--- src/rtl/if_prefetch.sv ---
// if_prefetch: instruction-fetch prefetch stage.
// Owns the sequential fetch address, issues one word read at a time to
// instruction memory over req/ack, and buffers returned words with their
// addresses in a small FIFO that decode drains over valid/ready.
// A redirect flushes the FIFO and restarts fetch at a word-aligned address.
// If a request is still outstanding when the redirect arrives, its
// response is discarded.
//
//   state   | meaning
//   --------+------------------------------------------------------------
//   S_IDLE  | no request outstanding (FIFO full, or just out of reset)
//   S_WAIT  | request at fetch_pc outstanding, response will be buffered
//   S_DRAIN | stale request outstanding after redirect, response dropped
module if_prefetch #(
    parameter int          DEPTH    = 4,
    parameter logic [31:0] RESET_PC = 32'h0000_3000
) (
    input  logic        i_clk,
    input  logic        i_rst,
    input  logic        i_redirect,
    input  logic [31:0] i_redirect_pc,
    output logic        o_imem_req,
    output logic [31:0] o_imem_addr,
    input  logic        i_imem_ack,
    input  logic [31:0] i_imem_rdata,
    output logic        o_inst_valid,
    output logic [31:0] o_inst,
    output logic [31:0] o_inst_pc,
    input  logic        i_inst_ready,
    output logic [31:0] o_fetch_pc
);

    localparam int PW = $clog2(DEPTH);
    localparam int CW = PW + 1;
    localparam logic [CW-1:0] DEPTH_C  = CW'(DEPTH);
    localparam logic [CW-1:0] CNT_ZERO = '0;
    localparam logic [PW-1:0] PTR_ZERO = '0;

    typedef enum logic [1:0] {
        S_IDLE  = 2'd0,
        S_WAIT  = 2'd1,
        S_DRAIN = 2'd2
    } state_t;

    state_t        r_state;
    state_t        w_state_nxt;

    logic [31:0]   r_fetch_pc;
    logic [31:0]   r_addr;
    logic          r_req;
    logic [CW-1:0] r_count;
    logic [PW-1:0] r_wptr;
    logic [PW-1:0] r_rptr;
    logic [31:0]   r_mem_inst [DEPTH];
    logic [31:0]   r_mem_pc   [DEPTH];
    logic          r_inst_valid;
    logic [31:0]   r_inst;
    logic [31:0]   r_inst_pc;

    logic          w_ack;
    logic          w_pop;
    logic          w_push;
    logic [CW-1:0] w_count_kept;
    logic [CW-1:0] w_count_nxt;
    logic          w_space;
    logic [31:0]   w_redirect_pc;
    logic [31:0]   w_fetch_pc_nxt;
    logic [PW-1:0] w_rptr_nxt;
    logic [PW-1:0] w_wptr_nxt;
    logic          w_head_valid_nxt;
    logic [31:0]   w_head_inst_nxt;
    logic [31:0]   w_head_pc_nxt;

    // Handshake qualification, FIFO occupancy and fetch address update.
    always_comb begin
        w_ack          = i_imem_ack & (r_state != S_IDLE);
        w_pop          = r_inst_valid & i_inst_ready & ~i_redirect;
        w_push         = w_ack & (r_state == S_WAIT) & ~i_redirect;
        w_redirect_pc  = i_redirect_pc & 32'hFFFF_FFFC;
        w_count_kept   = r_count - CW'(w_pop);
        w_count_nxt    = CNT_ZERO;
        w_fetch_pc_nxt = r_fetch_pc;
        w_rptr_nxt     = PTR_ZERO;
        w_wptr_nxt     = PTR_ZERO;
        if (!i_redirect) begin
            w_count_nxt = w_count_kept + CW'(w_push);
            w_rptr_nxt  = r_rptr + PW'(w_pop);
            w_wptr_nxt  = r_wptr + PW'(w_push);
        end
        if (i_redirect) begin
            w_fetch_pc_nxt = w_redirect_pc;
        end else if (w_push) begin
            w_fetch_pc_nxt = r_fetch_pc + 32'd4;
        end
        // The space check sees the entry being pushed this cycle.
        w_space = (w_count_nxt < DEPTH_C);
    end

    // Next head of the FIFO, so the decode-side outputs can be registered.
    always_comb begin
        w_head_valid_nxt = 1'b0;
        w_head_inst_nxt  = 32'h0;
        w_head_pc_nxt    = 32'h0;
        if (w_count_nxt != CNT_ZERO) begin
            w_head_valid_nxt = 1'b1;
            if (w_count_kept == CNT_ZERO) begin
                // FIFO drains to empty this cycle; head is the word arriving now.
                w_head_inst_nxt = i_imem_rdata;
                w_head_pc_nxt   = r_fetch_pc;
            end else begin
                w_head_inst_nxt = r_mem_inst[w_rptr_nxt];
                w_head_pc_nxt   = r_mem_pc[w_rptr_nxt];
            end
        end
    end

    // Fetch FSM next-state logic.
    always_comb begin
        w_state_nxt = r_state;
        case (r_state)
            S_IDLE: begin
                if (i_redirect || w_space) begin
                    w_state_nxt = S_WAIT;
                end
            end
            S_WAIT: begin
                if (i_redirect) begin
                    w_state_nxt = w_ack ? S_WAIT : S_DRAIN;
                end else if (w_ack) begin
                    w_state_nxt = w_space ? S_WAIT : S_IDLE;
                end
            end
            S_DRAIN: begin
                if (w_ack) begin
                    w_state_nxt = S_WAIT;
                end
            end
            default: begin
                w_state_nxt = S_IDLE;
            end
        endcase
    end

    // FSM, fetch address, request and FIFO control registers.
    always_ff @(posedge i_clk) begin
        if (i_rst) begin
            r_state      <= S_IDLE;
            r_fetch_pc   <= RESET_PC;
            r_addr       <= RESET_PC;
            r_req        <= 1'b0;
            r_count      <= CNT_ZERO;
            r_wptr       <= PTR_ZERO;
            r_rptr       <= PTR_ZERO;
            r_inst_valid <= 1'b0;
            r_inst       <= 32'h0;
            r_inst_pc    <= 32'h0;
        end else begin
            r_state      <= w_state_nxt;
            r_fetch_pc   <= w_fetch_pc_nxt;
            r_req        <= (w_state_nxt != S_IDLE);
            r_count      <= w_count_nxt;
            r_wptr       <= w_wptr_nxt;
            r_rptr       <= w_rptr_nxt;
            r_inst_valid <= w_head_valid_nxt;
            r_inst       <= w_head_inst_nxt;
            r_inst_pc    <= w_head_pc_nxt;
            // In DRAIN the address of the stale request is held.
            if (w_state_nxt == S_WAIT) begin
                r_addr <= w_fetch_pc_nxt;
            end
        end
    end

    // FIFO storage; occupancy is tracked by the pointers above.
    always_ff @(posedge i_clk) begin
        if (w_push && !i_rst) begin
            r_mem_inst[r_wptr] <= i_imem_rdata;
            r_mem_pc[r_wptr]   <= r_fetch_pc;
        end
    end

    assign o_imem_req   = r_req;
    assign o_imem_addr  = r_addr;
    assign o_inst_valid = r_inst_valid;
    assign o_inst       = r_inst;
    assign o_inst_pc    = r_inst_pc;
    assign o_fetch_pc   = r_fetch_pc;

endmodule

--- config.mk ---
export PLATFORM = sky130hd
export DESIGN_NAME = if_prefetch
export DESIGN_NICKNAME = d
export VERILOG_FILES = /design/src/rtl/if_prefetch.sv
export SDC_FILE = /design/constraint.sdc
export NUM_CORES = 1
export LEC_CHECK = 0
export BUFFER_PORTS_ARGS = -buffer_cell sky130_fd_sc_hd__buf_2
export CORE_MARGIN = 2
export CORE_UTILIZATION = 57
export DETAILED_ROUTE_END_ITERATION = 12
export PLACE_DENSITY_LB_ADDON = 0.08
export RECOVER_POWER = 25
export SLEW_MARGIN = 20
export SYNTH_ARGS = -nofsm -noshare
export SYNTH_HDL_FRONTEND = slang
export SYNTH_SLANG_ARGS = --single-unit
--- constraint.sdc ---
create_clock -name i_clk -period 9.01 [get_ports i_clk]
set_input_delay 0.4505 -clock i_clk [delete_from_list [all_inputs] [get_ports i_clk]]
set_output_delay 0.4505 -clock i_clk [all_outputs]
set_load 0.02 [all_outputs]
==> results of run 1 <==
critical path, stage by stage:
cell and delay [ps]:
buf_2 660, inv_1 120, and3_1 200, ha_1 200
xor2_1 190, nand2_4 410, buf_4 750, mux4_2 600
nand2_1 90, a21oi_1 110
synthesized netlist by cell type, types with 5 or more instances:
cell type and n:
a21oi_1 73, and2_1 10, and3_1 10, buf_1 7, buf_2 10, clkbuf_1 42
dfxtp_1 139, edfxtp_1 256, ha_1 7, inv_1 14, mux2_2 7, mux2i_1 6
mux4_2 64, nand2_1 158, nand2b_1 6, nand3_1 37, nand4_1 5, nor2_1 41
nor2b_1 6, nor3_1 21, nor4_1 10, o21ai_0 13, o31a_1 5, o31ai_1 9
o41ai_1 10, or4_1 5, xnor2_1 5, xor2_1 8
worst paths after layout:
check	slack [ps]	depth (start not counted)	from	end
hold reg to reg	450	2	o_imem_addr[4]	o_imem_addr[4]
hold / removal	190	3	i_redirect_pc[8]	o_fetch_pc[8]
setup / recovery	5480	10	i_redirect	o_inst_pc[17]
setup reg to reg	5870	8	o_inst_valid	o_inst_pc[17]
layer usage:
metal	part of all wire (%)	track usage (%)	vias to the layer above	routed length (um)
li1	-	-	4256	-
met1	42	32.7	4615	14100
met2	48	39.5	323	16100
met3	7.1	5.62	57	2390
met4	2.4	7.03	4	794
met5	0.081	0	-	27
layout make-up:
cell class                 count  area (sq um)  share of cell area [%]
timing repair buffer         206          1020                    5.83
sequential                   395         10500                    60.1
inverter                      15          56.3                   0.323
antenna                        2          5.00                  0.0287
tap                          335           419                    2.40
clock inverter                13          98.8                   0.567
multi-input combinational    559          4230                    24.3
clock buffer                  59          1130                    6.50
power by group through the flow:
stage	clock network, uW	logic [uW]	registers [uW]
6_report	1550	208	2000
5_1_grt	1660	227	2000
4_1_cts	1580	211	2000
3_5_place_dp	0	211	2030
3_3_place_gp	0	208	2030
2_1_floorplan	0	94.9	2060
kinds of logic (layout without fill, tap and decap cells):
| group | after synthesis | count (layout) | share of synthesized area (%) |
|---|---|---|---|
| and+or+nand+nor | 324 | 324 | 10.1 |
| buffers and inverters | 77 | 293 | 2.09 |
| adders and majority gates | 7 | 7 | 0.586 |
| xor gates and xnor gates | 13 | 13 | 0.762 |
| muxes | 77 | 77 | 10.6 |
| AOI/OAI and AO/OA | 138 | 138 | 5.82 |
| other | 0 | 2 | 0 |
| DFF | 395 | 395 | 70.1 |
state kept, by name, indices dropped and copies added, names as in the netlist:
name	flops
r_mem_pc	128
r_count	3
o_fetch_pc	32
r_wptr	2
o_inst	32
o_imem_req	1
o_imem_addr	32
r_mem_inst	128
r_state	2
o_inst_pc	32
o_inst_valid	1
r_rptr	2
through the flow:
step                utilization [%]  std cells  setup WS [ps]  total power [uW]
floorplan                         -       1031           1220              2150
global placement               62.7       1510           4860              2240
detailed placement             62.7       1510           4880              2240
CTS                            67.4       1582           5420              3780
global route                   67.3       1582           5140              3880
finish                         67.3       1584           5480              3760
==> impl_metrics.csv, run 1 <==
group,metric,value,unit
global_route,grt_pass1_wl,51500,um
timing,fmax,0.284,GHz
clock_tree,postCtsHoldBufs,0,
timing,setup_viol,0,
route,vias,9255,
worst_setup_path,path_class,"input port to flip-flop",
cells_and_area,num-nets-final,1293,
yosys,syn_area_per_cell,14.5,sq um
route,viasPerCell,5.84,
route,drc,0,
clock_tree,htree_levels,2,
cells_and_area,final.fill_count,1867,
power_and_ir_drop,swShare,22.0,%
timing,maxSlewHeadroom,29.0,%
outcome,status,"finished clean",
worst_setup_path,cp-start-kind,"input port",
timing,maxSlewViolCount,0,
cells_and_area,mostFrequentLayoutCells,"edfxtp_1, buf_2, nand2_1, dfxtp_1, a21oi_1",
global_route,antenna_found_initial,3,
timing,worst_pin_slew,1070,ps
route,first_pass_iters,5,
yosys,synth.distinct_cells,57,
clock_tree,clockBufferDepth,3,
yosys,synth_top_area_share,51.5,%
cells_and_area,syn_to_final_growth,16.7,%
die,start_util,57.7,%
clock_tree,post_cts_resized,0,
global_route,grt.total_usage,24.1,%
yosys,syn_nets,1107,
power_and_ir_drop,cellPowerDensity,216,nW/um^2
clock_tree,cts.clk_slew.worst_paths,60,ps
die,die_area,27500,sq um
timing,setup_tns,0,ps
global_route,grt_max_degree,66,
clock_tree,cts_tree,"done",
die,std_cell_rows,59,
timing,min_period,3530,ps
route,routed_wire_length_per_instance,21.1,um
yosys,ys.warnings.count,0,
yosys,synthFlopType,"edfxtp_1",
yosys,synth.largest_area_cell,"edfxtp_1",
timing,hold_violations,0,
power_and_ir_drop,p_seq_share,53.1,%
cells_and_area,final_area,17400,sq um
die,pin_count,199,
placed_design,hpwlAfterDp,19100,um
yosys,ys_top_cells_by_area,"edfxtp_1, dfxtp_1, mux4_2",
timing,fin_crit_sh,39.1,%
global_route,gr-total-overflow,0,
min_path,hold_class,"input port to flip-flop",
die,die_w,166,um
clock_tree,numClockSinks,395,
flow_run,drv_cap,0,
clock_tree,clk_latency,530,ps
yosys,ys_ff_latch,395,
clock_tree,cts_setup_buffers,0,
yosys,synth_edf_count,256,
route,ant_nets,0,
timing,hold-worst-slack,189,ps
worst_setup_path,crit_arrival,3880,ps
yosys,synth_cells,1031,
route,drtIter0Drc,738,
worst_setup_path,cp_max_fo,46,
yosys,ys_seq_area_share,70.1,%
die,die_h,166,um
timing,rsz0062_at_grt,"no",
power_and_ir_drop,clkPwrFrac,41.4,%
clock_tree,numCtsBuffers,40,
cells_and_area,final_common_cell,"edfxtp_1",
route,drt-total-wl,33400,um
placed_design,gp_congestion,0.784,
power_and_ir_drop,power.leakage,0.00643,uW
power_and_ir_drop,power_frac_comb,5.5,%
clock_tree,cts_root_buffer,"clkbuf_16",
yosys,syn_area,14900,sq um
placed_design,port_buffers,196,
timing,fin_worst_skew,16.5,ps
power_and_ir_drop,power.internal,2930,uW
yosys,async_flop_share,0,%
power_and_ir_drop,p_sw,827,uW
worst_setup_path,crit_required,9370,ps
global_route,grt_pass1_vias,9097,
placed_design,placed_area,16200,sq um
worst_setup_path,crit_path_end_kind,"flip-flop",
die,core,25900,sq um
power_and_ir_drop,ir_drop,0.176,mV
cells_and_area,drive_gt1_share,25.7,%
(Power assumes the default switching activity.)
==> run 2: changes to the inputs <==
--- a/config.mk
+++ b/config.mk
@@ -5,9 +5,10 @@
 export SDC_FILE = /design/constraint.sdc
 export NUM_CORES = 1
 export LEC_CHECK = 0
+export ABC_AREA = 1
 export BUFFER_PORTS_ARGS = -buffer_cell sky130_fd_sc_hd__buf_2
 export CORE_MARGIN = 2
-export CORE_UTILIZATION = 57
+export CORE_UTILIZATION = 52
 export DETAILED_ROUTE_END_ITERATION = 12
 export PLACE_DENSITY_LB_ADDON = 0.08
 export RECOVER_POWER = 25
==> constraint.sdc (replaced) <==
create_clock -name i_clk -period 3 [get_ports i_clk]
set_input_delay 0.15 -clock i_clk [delete_from_list [all_inputs] [get_ports i_clk]]
set_output_delay 0.15 -clock i_clk [all_outputs]
set_load 0.02 [all_outputs]
==> impl_metrics.csv, run 2 <==
group,metric,value,unit
yosys,synth_cells,1431,
worst_setup_path,slowest_stage,"nor2_4",
min_path,holdPathStages,4,
yosys,synth.most_common_cell,"nand2_1",
yosys,syn_nets,1507,
clock_tree,htree_levels,2,
worst_setup_path,crit_arrival,3090,ps
worst_setup_path,crit_path_end_kind,"flip-flop",
placed_design,hpwlAfterDp,23600,um
die,pin_count,199,
min_path,hold_class,"input port to flip-flop",
global_route,antenna_found_initial,0,
clock_tree,cts_root_buffer,"clkbuf_16",
timing,rsz0062_at_grt,"no",
yosys,syn_area,15800,sq um
timing,worst_slack,372,ps
timing,min_period,2630,ps
timing,fin_crit_sh,87.6,%
yosys,async_flop_share,0,%
cells_and_area,antenna_cells,0,
route,drt-total-wl,39700,um
flow_run,drv_cap,0,
die,die_w,178,um
timing,maxSlewHeadroom,58.9,%
route,ant_nets,0,
yosys,synth.largest_area_cell,"edfxtp_1",
power_and_ir_drop,power.total,11800,uW
clock_tree,clk_latency,530,ps
clock_tree,clockBufferDepth,3,
global_route,met3_usage,3.64,%
yosys,ys_ff_latch,395,
die,die_h,178,um
yosys,synth_edf_count,256,
cells_and_area,reg.largest.list,"r_mem_inst (128), r_mem_pc (128)",
global_route,gr-total-overflow,0,
worst_setup_path,path_class,"flip-flop to flip-flop",
timing,hold_violations,0,
timing,maxSlewViolCount,0,
clock_tree,cts.clk_slew.worst_paths,60,ps
cells_and_area,drive_gt1_share,20.4,%
yosys,ys_top_cells_by_area,"edfxtp_1, dfxtp_1, nand2_1",
cells_and_area,mostFrequentLayoutCells,"nand2_1, edfxtp_1, nand3_1, buf_2, dfxtp_1",
worst_setup_path,cp_num_buf_inv,1,
worst_setup_path,crit_path_cell_trace,"nand2_1, nor2_1, ha_1, ha_1, inv_1, ha_1, o21bai_1, nand3_2, nand2_1, nand2_2, nor2_4, o22a_1",
clock_tree,numCtsBuffers,41,
power_and_ir_drop,ir_drop,0.455,mV
timing,setup_tns,0,ps
outcome,status,"finished clean",
worst_setup_path,cp-start-kind,"flip-flop",
power_and_ir_drop,cellPowerDensity,615,nW/um^2
clock_tree,cts_tree,"done",
min_path,min_from,"i_rst",
worst_setup_path,crit_family,"simple AND/OR/NAND/NOR gates",
die,core,29800,sq um
worst_setup_path,path_depth,12,
global_route,grt.total_usage,24.9,%
route,drc,0,
die,start_util,53.0,%
placed_design,port_buffers,196,
timing,fmax,0.381,GHz
power_and_ir_drop,power.leakage,0.00762,uW
worst_setup_path,cp_max_fo,19,
global_route,globalRouteMet1Util,35.4,%
placed_design,place_ws,367,ps
worst_setup_path,cpPeakStageDelay,490,ps
global_route,grt_max_degree,78,
die,std_cell_rows,63,
clock_tree,numClockSinks,395,
worst_setup_path,reg2reg_depth,12,
timing,setup_viol,0,
route,first_pass_iters,6,
placed_design,gp_congestion,0.876,
global_route,grt_pass1_wl,60700,um
yosys,synth_top_area_share,48.7,%
yosys,synthFlopType,"edfxtp_1",
yosys,synth.distinct_cells,48,
clock_tree,postCtsHoldBufs,58,
die,die_area,31800,sq um
route,drtIter0Drc,971,
worst_setup_path,crit_required,3460,ps
timing,fin_worst_skew,14.1,ps
route,routed_wire_length_per_instance,18.9,um
route,vias,11600,
cells_and_area,num-nets-final,1752,
timing,worst_pin_slew,616,ps
clock_tree,post_cts_resized,0,
yosys,syn_area_per_cell,11.0,sq um
yosys,synthTopCellsByCount,"nand2_1, edfxtp_1, nand3_1",
global_route,grt_pass1_vias,11000,
cells_and_area,syn_to_final_growth,21.2,%
global_route,globalRouteMet2Util,39.9,%
global_route,grt-busiest-layer,"met2",
timing,hold-worst-slack,10.6,ps
clock_tree,cts_setup_buffers,0,
yosys,ys.warnings.count,0,
worst_setup_path,timing.rr.start,"o_inst_valid",
cells_and_area,final_common_cell,"nand2_1",
route,viasPerCell,5.54,
worst_setup_path,cp-startpoint,"o_inst_valid",
worst_setup_path,crit_top_cell,"ha_1",
cells_and_area,final.fill_count,2392,
yosys,ys_seq_area_share,66.4,%
run 2: cell types whose count changed after synthesis, moves of 25 or more:
cell / before / now
a31oi_1: 2 / 44
buf_2: 10 / 35
inv_1: 14 / 68
mux2_2: 7 / 38
mux4_2: 64 / 0
nand2_1: 158 / 269
nand3_1: 37 / 164
nor2_1: 41 / 75
o21ai_0: 13 / 54
o21ai_1: 0 / 33
run 2: final timing paths:
kind	slack (ps)	to
worst max-delay path	370	o_imem_addr[0]
worst max register to register	370	o_imem_addr[0]
worst min register to register	450	o_imem_addr[11]
worst min-delay path	10	r_wptr[0]
run 2: area by class of cell:
class / instances / area (sq um) / share of cell area (%)
Clock inverter: 13 / 123 / 0.641
Multi-Input combinational cell: 876 / 4660 / 24.4
Timing Repair Buffer: 286 / 1870 / 9.78
Inverter: 76 / 289 / 1.51
Tap cell: 390 / 488 / 2.55
Clock buffer: 61 / 1220 / 6.41
Sequential cell: 395 / 10500 / 54.7
run 2: worst reg2reg max path, delay by kind of cell (launching register included):
kind            cells  cell delay, ps
compound gates      2             320
buf+inv             1             120
simple gates        6            1190
fa+ha+maj           3             600
flops               1             330
run 2: kinds of logic after synthesis:
kind of cell    count (synthesis)  share of synthesized area (%)
simple gates                  572                           16.5
flops                         395                           66.4
compound gates                254                           9.06
buf+inv                       160                           4.49
mux                            39                           2.78
fa+ha+maj                       7                          0.555
xor+xnor                        4                          0.222
run 2: where the power goes:
group	switching [uW]	internal (uW)	leakage, uW
clock	1990	3000	0.000659
combinational	499	272	0.00350
sequential	114	5890	0.00347
run 2: layer usage:
metal	share of wire [%]	vias up
li1	-	5535
met1	44	5566
met2	47	435
met3	7.1	74
met4	2.7	0
met5	0	-
run 2: metrics by stage:
step	instance area, sq um	std cells	util (%)
after global routing	19100	2097	64.2
after CTS	19200	2097	64.3
after global placement	17200	1965	57.9
final	19100	2097	64.2
after floorplan	15800	1431	-
after detailed placement	17200	1965	57.9
